### src/rtl/alu_pkg.sv
// Shared opcodes and FSM state encoding for the sequential ALU.
package alu_pkg;

   localparam logic [2:0] OP_ADD = 3'd0;
   localparam logic [2:0] OP_SUB = 3'd1;
   localparam logic [2:0] OP_AND = 3'd2;
   localparam logic [2:0] OP_OR  = 3'd3;
   localparam logic [2:0] OP_XOR = 3'd4;
   localparam logic [2:0] OP_SLL = 3'd5;
   localparam logic [2:0] OP_SRL = 3'd6;
   localparam logic [2:0] OP_MUL = 3'd7;

   typedef enum logic [1:0] {
      IDLE,
      ITER,
      FIN
   } state_t;

endpackage

### src/rtl/alu_iter_unit.sv
// Shared iterative datapath: one-bit shifts and shift-add multiply.
// The multiplier path exists only when ALU_SEQ_MUL_EN is defined.
module alu_iter_unit
   import alu_pkg::*;
#(
   parameter int W  = 8,
   parameter int CW = $clog2(W + 1)
) (
   input  logic          clk,
   input  logic          rst,
   input  logic          load,
   input  logic          step,
   input  logic [2:0]    op,
   input  logic [W-1:0]  a,
   input  logic [W-1:0]  b,
   input  logic [CW-1:0] count,
   output logic [W-1:0]  res,
   output logic          carry,
   output logic          cnt_zero
);

   logic [2:0]    op_q;
   logic [W-1:0]  lo, lo_n;
   logic          cout, cout_n;
   logic [CW-1:0] cnt, cnt_n;
`ifdef ALU_SEQ_MUL_EN
   logic [W-1:0]  hi, hi_n, mcand;
   logic [W:0]    psum;
`else
   logic          unused_b;
   assign unused_b = ^b;
`endif

   assign cnt_n    = cnt - CW'(1);
   assign cnt_zero = (cnt_n == '0);
   assign res      = lo_n;

   // Next-step values are exported so the last step's result is usable at once
   always_comb begin
      lo_n   = lo;
      cout_n = cout;
`ifdef ALU_SEQ_MUL_EN
      hi_n = hi;
      psum = {1'b0, hi} + (lo[0] ? {1'b0, mcand} : '0);
`endif
      case (op_q)
         OP_SLL: begin
            cout_n = lo[W-1];
            lo_n   = {lo[W-2:0], 1'b0};
         end
         OP_SRL: begin
            cout_n = lo[0];
            lo_n   = {1'b0, lo[W-1:1]};
         end
`ifdef ALU_SEQ_MUL_EN
         OP_MUL: {hi_n, lo_n} = {psum, lo[W-1:1]};
`endif
         default: ;
      endcase
   end

`ifdef ALU_SEQ_MUL_EN
   assign carry = (op_q == OP_MUL) ? |hi_n : cout_n;
`else
   assign carry = cout_n;
`endif

   always_ff @(posedge clk) begin
      if (rst) begin
         op_q <= OP_ADD;
         lo   <= '0;
         cout <= 1'b0;
         cnt  <= '0;
`ifdef ALU_SEQ_MUL_EN
         hi    <= '0;
         mcand <= '0;
`endif
      end else if (load) begin
         op_q <= op;
         cnt  <= count;
         cout <= 1'b0;
`ifdef ALU_SEQ_MUL_EN
         lo    <= (op == OP_MUL) ? b : a;
         hi    <= '0;
         mcand <= a;
`else
         lo <= a;
`endif
      end else if (step) begin
         lo   <= lo_n;
         cout <= cout_n;
         cnt  <= cnt_n;
`ifdef ALU_SEQ_MUL_EN
         hi <= hi_n;
`endif
      end
   end

endmodule

### src/rtl/alu_seq.sv
// Multi-cycle ALU with Start/Ready/Done handshake and registered flags.
// Define ALU_SEQ_MUL_EN to build the iterative multiplier for OP 7.
module alu_seq
   import alu_pkg::*;
#(
   parameter  int W  = 8,
   localparam int SW = $clog2(W)
) (
   input  logic         Clk,
   input  logic         Reset,
   input  logic         Start,
   input  logic [W-1:0] InputA,
   input  logic [W-1:0] InputB,
   input  logic [2:0]   OP,
   output logic         Ready,
   output logic         Done,
   output logic [W-1:0] Out,
   output logic         Zero,
   output logic         LT,
   output logic         Carry
);

   localparam int CW = $clog2(W + 1);
   localparam logic [W-1:0] W_VAL = W'(W);

   state_t        state;
   logic          accept, is_iter, lt_in, lt_q;
   logic          single_c, iter_c, iter_zero;
   logic [W-1:0]  single_res, iter_res;
   logic [W:0]    sum, diff;
   logic [CW-1:0] load_cnt;

   assign accept = Start & Ready;

   always_comb begin
      sum        = {1'b0, InputA} + {1'b0, InputB};
      diff       = {1'b0, InputA} - {1'b0, InputB};
      lt_in      = InputA < InputB;
      single_res = '0;
      single_c   = 1'b0;
      is_iter    = 1'b0;
      load_cnt   = CW'(InputB[SW-1:0]);
      case (OP)
         OP_ADD: begin
            single_res = sum[W-1:0];
            single_c   = sum[W];
         end
         OP_SUB: begin
            single_res = diff[W-1:0];
            single_c   = diff[W];
         end
         OP_AND: single_res = InputA & InputB;
         OP_OR:  single_res = InputA | InputB;
         OP_XOR: single_res = InputA ^ InputB;
         // Zero and out-of-range shift amounts finish without iterating
         OP_SLL, OP_SRL: begin
            if (InputB == '0) single_res = InputA;
            else if (InputB < W_VAL) is_iter = 1'b1;
         end
         OP_MUL: begin
`ifdef ALU_SEQ_MUL_EN
            is_iter  = 1'b1;
            load_cnt = CW'(W);
`endif
         end
         default: ;
      endcase
   end

   alu_iter_unit #(
      .W  (W),
      .CW (CW)
   ) u_iter (
      .clk      (Clk),
      .rst      (Reset),
      .load     (accept & is_iter),
      .step     (state == ITER),
      .op       (OP),
      .a        (InputA),
      .b        (InputB),
      .count    (load_cnt),
      .res      (iter_res),
      .carry    (iter_c),
      .cnt_zero (iter_zero)
   );

   always_ff @(posedge Clk) begin
      if (Reset) begin
         state <= IDLE;
         Ready <= 1'b1;
         Done  <= 1'b0;
         Out   <= '0;
         Zero  <= 1'b1;
         LT    <= 1'b0;
         Carry <= 1'b0;
         lt_q  <= 1'b0;
      end else begin
         Done <= 1'b0;
         case (state)
            IDLE, FIN: begin
               if (Start) begin
                  lt_q <= lt_in;
                  if (is_iter) begin
                     state <= ITER;
                     Ready <= 1'b0;
                  end else begin
                     state <= FIN;
                     Ready <= 1'b1;
                     Done  <= 1'b1;
                     Out   <= single_res;
                     Zero  <= (single_res == '0);
                     LT    <= lt_in;
                     Carry <= single_c;
                  end
               end else begin
                  state <= IDLE;
                  Ready <= 1'b1;
               end
            end
            ITER: begin
               if (iter_zero) begin
                  state <= FIN;
                  Ready <= 1'b1;
                  Done  <= 1'b1;
                  Out   <= iter_res;
                  Zero  <= (iter_res == '0);
                  LT    <= lt_q;
                  Carry <= iter_c;
               end
            end
            default: begin
               state <= IDLE;
               Ready <= 1'b1;
            end
         endcase
      end
   end

endmodule

### config.mk
export PLATFORM = sky130hd
export DESIGN_NAME = alu_seq
export DESIGN_NICKNAME = d
export VERILOG_FILES = /design/src/rtl/alu_pkg.sv /design/src/rtl/alu_iter_unit.sv /design/src/rtl/alu_seq.sv
export SDC_FILE = /design/constraint.sdc
export NUM_CORES = 1
export LEC_CHECK = 0
export CAP_MARGIN = 10
export CORE_UTILIZATION = 45
export DETAILED_ROUTE_END_ITERATION = 12
export GPL_ROUTABILITY_DRIVEN = 0
export PLACE_DENSITY_LB_ADDON = 0.08
export SLEW_MARGIN = 0
export SYNTH_ARGS = -nofsm -noshare
export SYNTH_HDL_FRONTEND = slang
export SYNTH_SLANG_ARGS = --single-unit
### constraint.sdc
create_clock -name Clk -period 3.88 [get_ports Clk]
set_clock_uncertainty 0.2 [all_clocks]
set_input_delay 0.776 -clock Clk [delete_from_list [all_inputs] [get_ports Clk]]
set_output_delay 0.776 -clock Clk [all_outputs]
set_load 0.05 [all_outputs]
=== Word-level counts from Yosys, hierarchy flattened ===
Cells that the tools add are included.
W data, S select, Z words.

* Logic and storage cells: 88
* Flip-flop bits (word level): 32

* Equality and inequality tests: 13
* Multiplexer cells: 39
* Magnitude comparators: 2
* $add $sub $neg: 3
* Reductions and logical operators: 13
* Bitwise logic cells: 5

{| class="wikitable"
|+ Operator list
! cell !! count
|-
| $mux W8 || 6
|-
| $pmux W8 S6 || 1
|-
| $pmux W8 S2 || 2
|-
| $logic_not A8 Y1 || 3
|-
| $mux W1 || 17
|-
| $eq A3 B3 Y1 const B || 5
|-
| $pmux W1 S2 || 7
|-
| $add A8 B8 Y9 || 1
|-
| $sub A8 B8 Y9 || 1
|-
| $and A8 B8 Y8 || 1
|-
| $lt A8 B4 Y1 const B || 1
|-
| $lt A8 B8 Y1 || 1
|-
| $or A8 B8 Y8 || 1
|-
| $xor A8 B8 Y8 || 1
|-
| $eq A3 B2 Y1 const B || 2
|-
| $mux W2 || 3
|-
| $mux W3 || 2
|-
| $ne A2 B2 Y1 const B || 3
|-
| $reduce_or A2 Y1 || 3
|-
| $logic_not A4 Y1 || 1
|-
| $pmux W2 S2 || 1
|-
| $reduce_and A4 Y1 || 1
|-
| $reduce_bool A2 Y1 || 2
|-
| $sub A4 B1 Y4 const B || 1
|-
| 7 further kinds || 8
|}

=== Depth between registers and ports, before layout ===
Gate-level depths: netlist (run 1).

* Depth in word-level cells: 7
* Depth in mapped cells: 10
* Depth with buffers taken out: 10

=== By module ===
A second synthesis (run 1) with hierarchy kept.

* Cells, all modules: 415
* Area total of the unflattened synthesis: 3148.0 µm²

{| class="wikitable"
|+ Modules (own cells, without submodules)
! module !! area an instance (µm²) !! seq. area each (µm²) !! cells an instance !! instances
|-
| alu_seq || 2024.4 || 320.3 || 273 || 1
|-
| alu_iter_unit || 1123.6 || 320.3 || 142 || 1
|}

=== Worst setup path after synthesis (run 1) ===
Ideal clock, no wire load.

* Kind: input -> register
* Start: input port InputA[0]
* End: register Zero
* Stages: 10
* Data arrival time: 2.779 ns
* Setup slack: 0.779 ns
* Path through: inv_1 > ha_1 > fa_1 > nor3_1 > nor3_1 > o31ai_1 > xnor2_1 > a211o_2 > and4b_1 > a311o_1

* Longest elaborated chain between the ends: 6

{| class="wikitable"
|+ Ends and longest elaborated chain
! element !! RTL line !! text
|-
| start: declaration || alu_seq.sv:12 || <nowiki>input logic [W-1:0] InputA,</nowiki>
|-
| $sub A8 B8 Y9, or another cell as far along || alu_seq.sv:37 || <nowiki>diff = {1'b0, InputA} - {1'b0, InputB};</nowiki>
|-
| $pmux W8 S6 * || alu_seq.sv:43 || <nowiki>case (OP)</nowiki>
|-
| $logic_not A8 Y1 * || alu_seq.sv:111 || <nowiki>Zero <= (single_res == '0);</nowiki>
|-
| $mux W1 * || alu_seq.sv:103 || <nowiki>if (is_iter) begin</nowiki>
|-
| $mux W1 * || alu_seq.sv:101 || <nowiki>if (Start) begin</nowiki>
|-
| $pmux W1 S2 * || alu_seq.sv:99 || <nowiki>case (state)</nowiki>
|-
| end signal: assignment || alu_seq.sv:111 ||
|-
| end signal: assignment || alu_seq.sv:126 || <nowiki>Zero <= (iter_res == '0);</nowiki>
|-
| end: declaration || alu_seq.sv:18 || <nowiki>output logic Zero,</nowiki>
|}

Mark *: on every way between the ends. The rest lies on a longest branch, timed or not. The select of a mux whose other input is x is not followed.
A chain may end at the register's enable or synchronous reset.

=== Worst setup path in the final report (run 1) ===
Ends and elaborated chain as after synthesis.

==> flow_summary.yaml, run 1 <==
clocking:
  cts_setup_buffers: 0
  htree_num_levels: 2
  clock_path_buffers: 2
  clkSinkCount: 32
  clk_latency_ns: 0.29
  clk_pin_slew_ns: 0.07
  ctsHoldBuffers: 0
  cts_buffers: 5
  cts_root_buffer: "clkbuf_8"
  cts_tree: "done"
  cts_resized: 0
pwr:
  combinationalPowerShare_pct: 30.7
  vdd_drop_max_uv: 229
  p_leak_nw: 1.42
  p_clk_share_pct: 33.0
  pwr-share-seq_pct: 36.2
  power.switching_w: 0.000304
  netSwitchingFraction_pct: 31.7
  internal_power_w: 0.000654
  p_per_area_mw_per_mm2: 277
synthesis:
  synthArstFlopShare_pct: 0
  syn_inst: 376
  synth_cell_types: 57
  yosysSeqAreaShare_pct: 22.3
  ys.warnings.count: 0
  synth_flop_cell: "dfxtp_1"
  synth_nets: 427
  ys_seq_elements: 32
  synth_edf_count: 0
  syn_area_per_cell_um2: 7.63
  synthTopCellsByArea: "dfxtp_1 (22%), ha_1 (12%), a21oi_1 (5.8%)"
  synth.cell_area_mm2: 0.00287
  yosysTopAreaCell: "dfxtp_1"
  synth_top_area_share_pct: 22.3
  netlist_top_cells_count: "a21oi_1 (33), nand2_1 (33), dfxtp_1 (32), nor2_1 (31), ha_1 (27)"
timing:
  clock.fmax_ghz: 0.281
  final-max-slew-violation-count: 0
  setup_tns_ns: 0
  tightest_slew_ns: 0.569
  holdWs_ns: 0.252
  period_minus_slack_ns: 3.56
  max_slew_margin_pct: 61.1
  setup_violations: 0
  hold_viol: 0
  post-route-period-util_pct: 91.7
  rsz0062_at_grt: "false"
place:
  portBuffers: 34
  dp_hpwl_um: 6310
  place_area_mm2: 0.00334
flow_run:
  max-cap-violations: 0
drt:
  wl_per_cell_um: 16.6
  viasPerCell: 5.99
  ant_nets: 0
  via_count: 2929
  firstDrtPassIters: 5
  dr.first_iter.drc_count: 222
  drc: 0
  wirelength_um: 8130
critical_path:
  r2r-end: "Zero"
  cp_slowest_cell: "clkdlybuf4s50_1"
  cp.arrival_ns: 3.53
  ff2ff_setup_slack_ns: 1.51
  critical-path-max-stage-delay_ns: 0.47
  crit_fanout: 2
  endpoint_kind: "flip-flop"
  r2r-start: "u_iter.op_q[1]"
  reg2reg_depth: 7
  cp_cell_sequence: "clkdlybuf4s50_1 -> inv_1 -> ha_1 -> fa_1 -> nor3_1 -> nor3_1 -> o31ai_1 -> xnor2_1 -> a211o_2 -> and4b_1 -> a311o_1"
  crit_path_start_kind: "input port"
  crit_top_cell: "nor3_1"
  cp_num_buf_inv: 2
  cp.required_ns: 3.86
  path_class: "in2reg"
  critical-path-top-delay-family: "compound AO/OA/AOI/OAI gates"
cells_and_area:
  drive_gt1_share_pct: 9.18
  final_cell_area_mm2: 0.00345
  final_core_util_pct: 57.3
  antenna_cells: 0
  fin_nets: 464
  syn2layout_area_growth_pct: 20.4
global_route:
  grt_pass1_vias: 2629
  grtUsageTotal_pct: 25.9
  grt_pass1_wl_um: 13100
  antenna_found_initial: 0
  overflow: 0
  grt_max_degree: 22
floorplanning:
  fp.dieW_um: 81.8
  placementRows: 28
  start_util_pct: 47.6
  die_h_um: 81.8
  io_pins: 35
  dieArea_mm2: 0.00670
  core_area_mm2: 0.00603
hold_path:
  min_delay_path_depth: 2
  whs_endpoint: "Out[1]"
  hold_start: "Out[1]"
  hold_path_class: "reg2reg"
run_status:
  outcome: "finished clean"
[area by class of cell]
type | count | area [µm²]
Fill cell | 612 | 2570
Clock inverter | 3 | 42.5
Clock buffer | 5 | 68.8
Sequential cell | 32 | 641
Multi-Input combinational cell | 294 | 2020
Inverter | 26 | 97.6
Timing Repair Buffer | 54 | 490
Tap cell | 75 | 93.8
[cell families after synthesis]
group                      Yosys count  synth area share (%)
and+or+nand+nor                    129                  22.7
AOI/OAI and AO/OA                  119                  28.6
buffers and inverters               50                  7.37
DFF                                 32                  22.3
adders and majority gates           29                  13.2
xor gates and xnor gates            10                  3.32
muxes                                7                  2.53
[routing by layer]
| layer | part of all wire (%) | up-vias | routed length [µm] | GRT usage [%] |
|---|---|---|---|---|
| li1 | - | 1429 | - | - |
| met1 | 48 | 1410 | 3870 | 37.0 |
| met2 | 46 | 79 | 3750 | 40.8 |
| met3 | 5.3 | 11 | 433 | 4.78 |
| met4 | 0.91 | 0 | 74 | 4.39 |
| met5 | 0 | - | 0 | 0 |
[how the worst max path moves through the flow]
stage	cells after the start	end	slack [ns]	startpoint
2_1_floorplan	10	Zero	0.78	InputA[0]
3_5_place_dp	11	Zero	0.06	InputA[0]
3_3_place_gp	11	Zero	0.14	InputA[0]
6_report	11	Zero	0.32	InputA[0]
5_1_grt	11	Zero	0.19	InputA[0]
4_1_cts	11	Zero	0.34	InputA[0]
[power groups by stage]
stage | logic, W | registers, W | clock network [W]
after floorplan | 0.000159 | 0.000383 | 0
after CTS | 0.000292 | 0.000347 | 0.000322
after global routing | 0.000321 | 0.000348 | 0.000337
after detailed placement | 0.000291 | 0.000354 | 0
after global placement | 0.000290 | 0.000354 | 0
final | 0.000294 | 0.000347 | 0.000316
[through the flow]
stage                     total power [W]  worst slack [ns]  instances
after global placement           0.000644             0.139        481
final                            0.000958             0.323        489
after detailed placement         0.000645            0.0573        481
after floorplan                  0.000543             0.779        376
after CTS                        0.000961             0.344        489
after global routing              0.00100             0.191        489
[sequential cells by signal (all words and copies together), names as in the netlist]
name and count:
Zero 1, Done 1, u_iter.cnt 4, Out 8, lt_q 1, Ready 1
state 2, Carry 1, u_iter.op_q 3, u_iter.lo 8, u_iter.cout 1, LT 1
[worst min-delay path: stages (launching register included)]
cell,delay (ns)
dfxtp_1,0.31
nand2_1,0.05
a21oi_1,0.05
[layout by cell type, fill, tap and decap left out, types with 7 or more instances in the layout]
cell             count
clkdlybuf4s50_1     34
nand2_1             33
a21oi_1             33
dfxtp_1             32
nor2_1              31
ha_1                27
inv_1               26
buf_4               20
o21ai_0             15
nor3_1              15
a211oi_1            12
nor2b_1             10
o211ai_1             7
xnor2_1              7
a221o_1              7
a21o_1               7
Power figures use the tool's default switching activity.
==> inputs of run 2 (changes only) <==
--- a/config.mk
+++ b/config.mk
@@ -8,7 +8,6 @@
 export CAP_MARGIN = 10
 export CORE_UTILIZATION = 45
 export DETAILED_ROUTE_END_ITERATION = 12
-export GPL_ROUTABILITY_DRIVEN = 0
 export PLACE_DENSITY_LB_ADDON = 0.08
 export SLEW_MARGIN = 0
 export SYNTH_ARGS = -nofsm -noshare
==> run 2 against run 1 <==
Net effect: core utilization grew 0.19 points; global-route usage grew 1.1 points; first-iteration DRC count grew 32%; combinational power grew 2%; non-clock buffer count grew 4; total power shrank 4.3%; largest cell class unchanged; largest power group unchanged.
==> flow_summary.yaml, run 2 (synthesized netlist as in run 1, its figures left out) <==
clocking:
  cts_setup_buffers: 0
  clk_latency_ns: 0.29
  clkSinkCount: 32
  clk_pin_slew_ns: 0.07
  ctsHoldBuffers: 0
  cts_resized: 0
  htree_num_levels: 2
  clock_path_buffers: 2
  cts_buffers: 5
  cts_tree: "done"
  cts_root_buffer: "clkbuf_8"
floorplanning:
  io_pins: 35
  core_area_mm2: 0.00603
  placementRows: 28
  start_util_pct: 47.6
  dieArea_mm2: 0.00670
  die_h_um: 81.8
  fp.dieW_um: 81.8
pwr:
  combinationalPowerShare_pct: 32.7
  p_total_w: 0.000916
  internal_power_w: 0.000608
  p_per_area_mw_per_mm2: 265
  vdd_drop_max_uv: 240
  netSwitchingFraction_pct: 33.6
  power.switching_w: 0.000308
  pwr-share-seq_pct: 37.9
  p_leak_nw: 1.43
  p_clk_share_pct: 29.4
place:
  portBuffers: 34
  dp_hpwl_um: 6460
  place_congestion: 0.983
critical_path:
  path_class: "in2reg"
  critical-path-max-stage-delay_ns: 0.48
  cp_slowest_cell: "clkdlybuf4s50_1"
  r2r-end: "Zero"
  reg2reg_depth: 7
  cp.arrival_ns: 3.53
  crit_top_cell: "nor3_1"
  cp.required_ns: 3.86
  endpoint_kind: "flip-flop"
  ff2ff_setup_slack_ns: 1.44
  cp_cell_sequence: "clkdlybuf4s50_1 -> inv_1 -> ha_1 -> fa_1 -> nor3_1 -> nor3_1 -> o31ai_1 -> xnor2_1 -> a211o_2 -> and4b_1 -> a311o_1"
  crit_path_start_kind: "input port"
  r2r-start: "u_iter.op_q[1]"
  crit_fanout: 2
global_route:
  grtUsageTotal_pct: 27.1
  grt_pass1_vias: 2751
  grtUsageMet2_pct: 42.4
  use_met1_pct: 38.1
  top_usage_layer: "met2"
  grt_pass1_wl_um: 13600
  met3_usage_pct: 5.22
  antenna_found_initial: 0
  overflow: 0
  grt_max_degree: 22
cells_and_area:
  final_core_util_pct: 57.5
  final_common_cell: "clkdlybuf4s50_1"
  drive_gt1_share_pct: 10.0
  syn2layout_area_growth_pct: 20.8
  largestRegisters: "Out: 8 flops, u_iter.lo: 8 flops, u_iter.cnt: 4 flops"
  antenna_cells: 0
  fin_nets: 468
  layout_common_cells: "clkdlybuf4s50_1 (34), nand2_1 (33), a21oi_1 (33)"
timing:
  setup_tns_ns: 0
  max_slew_margin_pct: 62.4
  setup_violations: 0
  clock.fmax_ghz: 0.282
  final-max-slew-violation-count: 0
  rsz0062_at_grt: "false"
  period_minus_slack_ns: 3.55
  post-route-period-util_pct: 91.5
  hold_viol: 0
  tightest_slew_ns: 0.562
hold_path:
  hold_start: "Out[5]"
  hold_path_class: "reg2reg"
  min_delay_path_depth: 2
  whs_endpoint: "Out[5]"
drt:
  via_count: 2923
  wirelength_um: 8390
  firstDrtPassIters: 4
  ant_nets: 0
  viasPerCell: 5.93
  drc: 0
  dr.first_iter.drc_count: 293
  wl_per_cell_um: 17.0
flow_run:
  max-cap-violations: 0
run_status:
  outcome: "finished clean"
run 2: worst max path at each step:
| stage | start | end | slack, ns | depth (start not counted) |
|---|---|---|---|---|
| final | InputA[0] | Zero | 0.33 | 11 |
| after global routing | InputA[0] | Zero | 0.17 | 11 |
| after CTS | InputA[0] | Zero | 0.36 | 11 |
| after detailed placement | InputA[0] | Zero | 0.08 | 11 |
| after global placement | InputA[0] | Zero | 0.12 | 11 |
| after floorplan | InputA[0] | Zero | 0.78 | 10 |
run 2: critical path: cells and delay by family:
kind	cells	cell delay, ns
xor+xnor	1	0.17
fa+ha+maj	2	0.63
compound gates	3	0.84
simple gates	3	0.56
buf+inv	2	0.54
run 2: area by class of cell:
type	instances	area, µm²
timing repair buffer	58	520
multi-input combinational	294	2020
tap	75	93.8
fill	609	2560
inverter	26	97.6
clock inverter	2	10.0
clock buffer	6	82.6
sequential	32	641
run 2: stage by stage:
stage	instances	setup slack [ns]	cell area, µm²	hold slack, ns
5_1_grt	493	0.174	3460	0.284
6_report	493	0.331	3460	0.257
3_5_place_dp	485	0.0768	3370	0.253
2_1_floorplan	376	0.779	2870	0.260
3_3_place_gp	485	0.123	3370	0.240
4_1_cts	493	0.363	3460	0.262
run 2: per-layer routing:
metal	wire, µm	share of wire (%)
met1	4040	48
met4	121	1.4
met2	3790	45
met3	441	5.3
met5	0	0
run 2: power groups by stage:
stage                     Clock (W)  Combinational [W]  Sequential, W
after floorplan                   0           0.000159       0.000383
after global placement            0           0.000295       0.000354
after detailed placement          0           0.000296       0.000354
after CTS                  0.000275           0.000298       0.000347
after global routing       0.000289           0.000327       0.000348
final                      0.000269           0.000300       0.000347
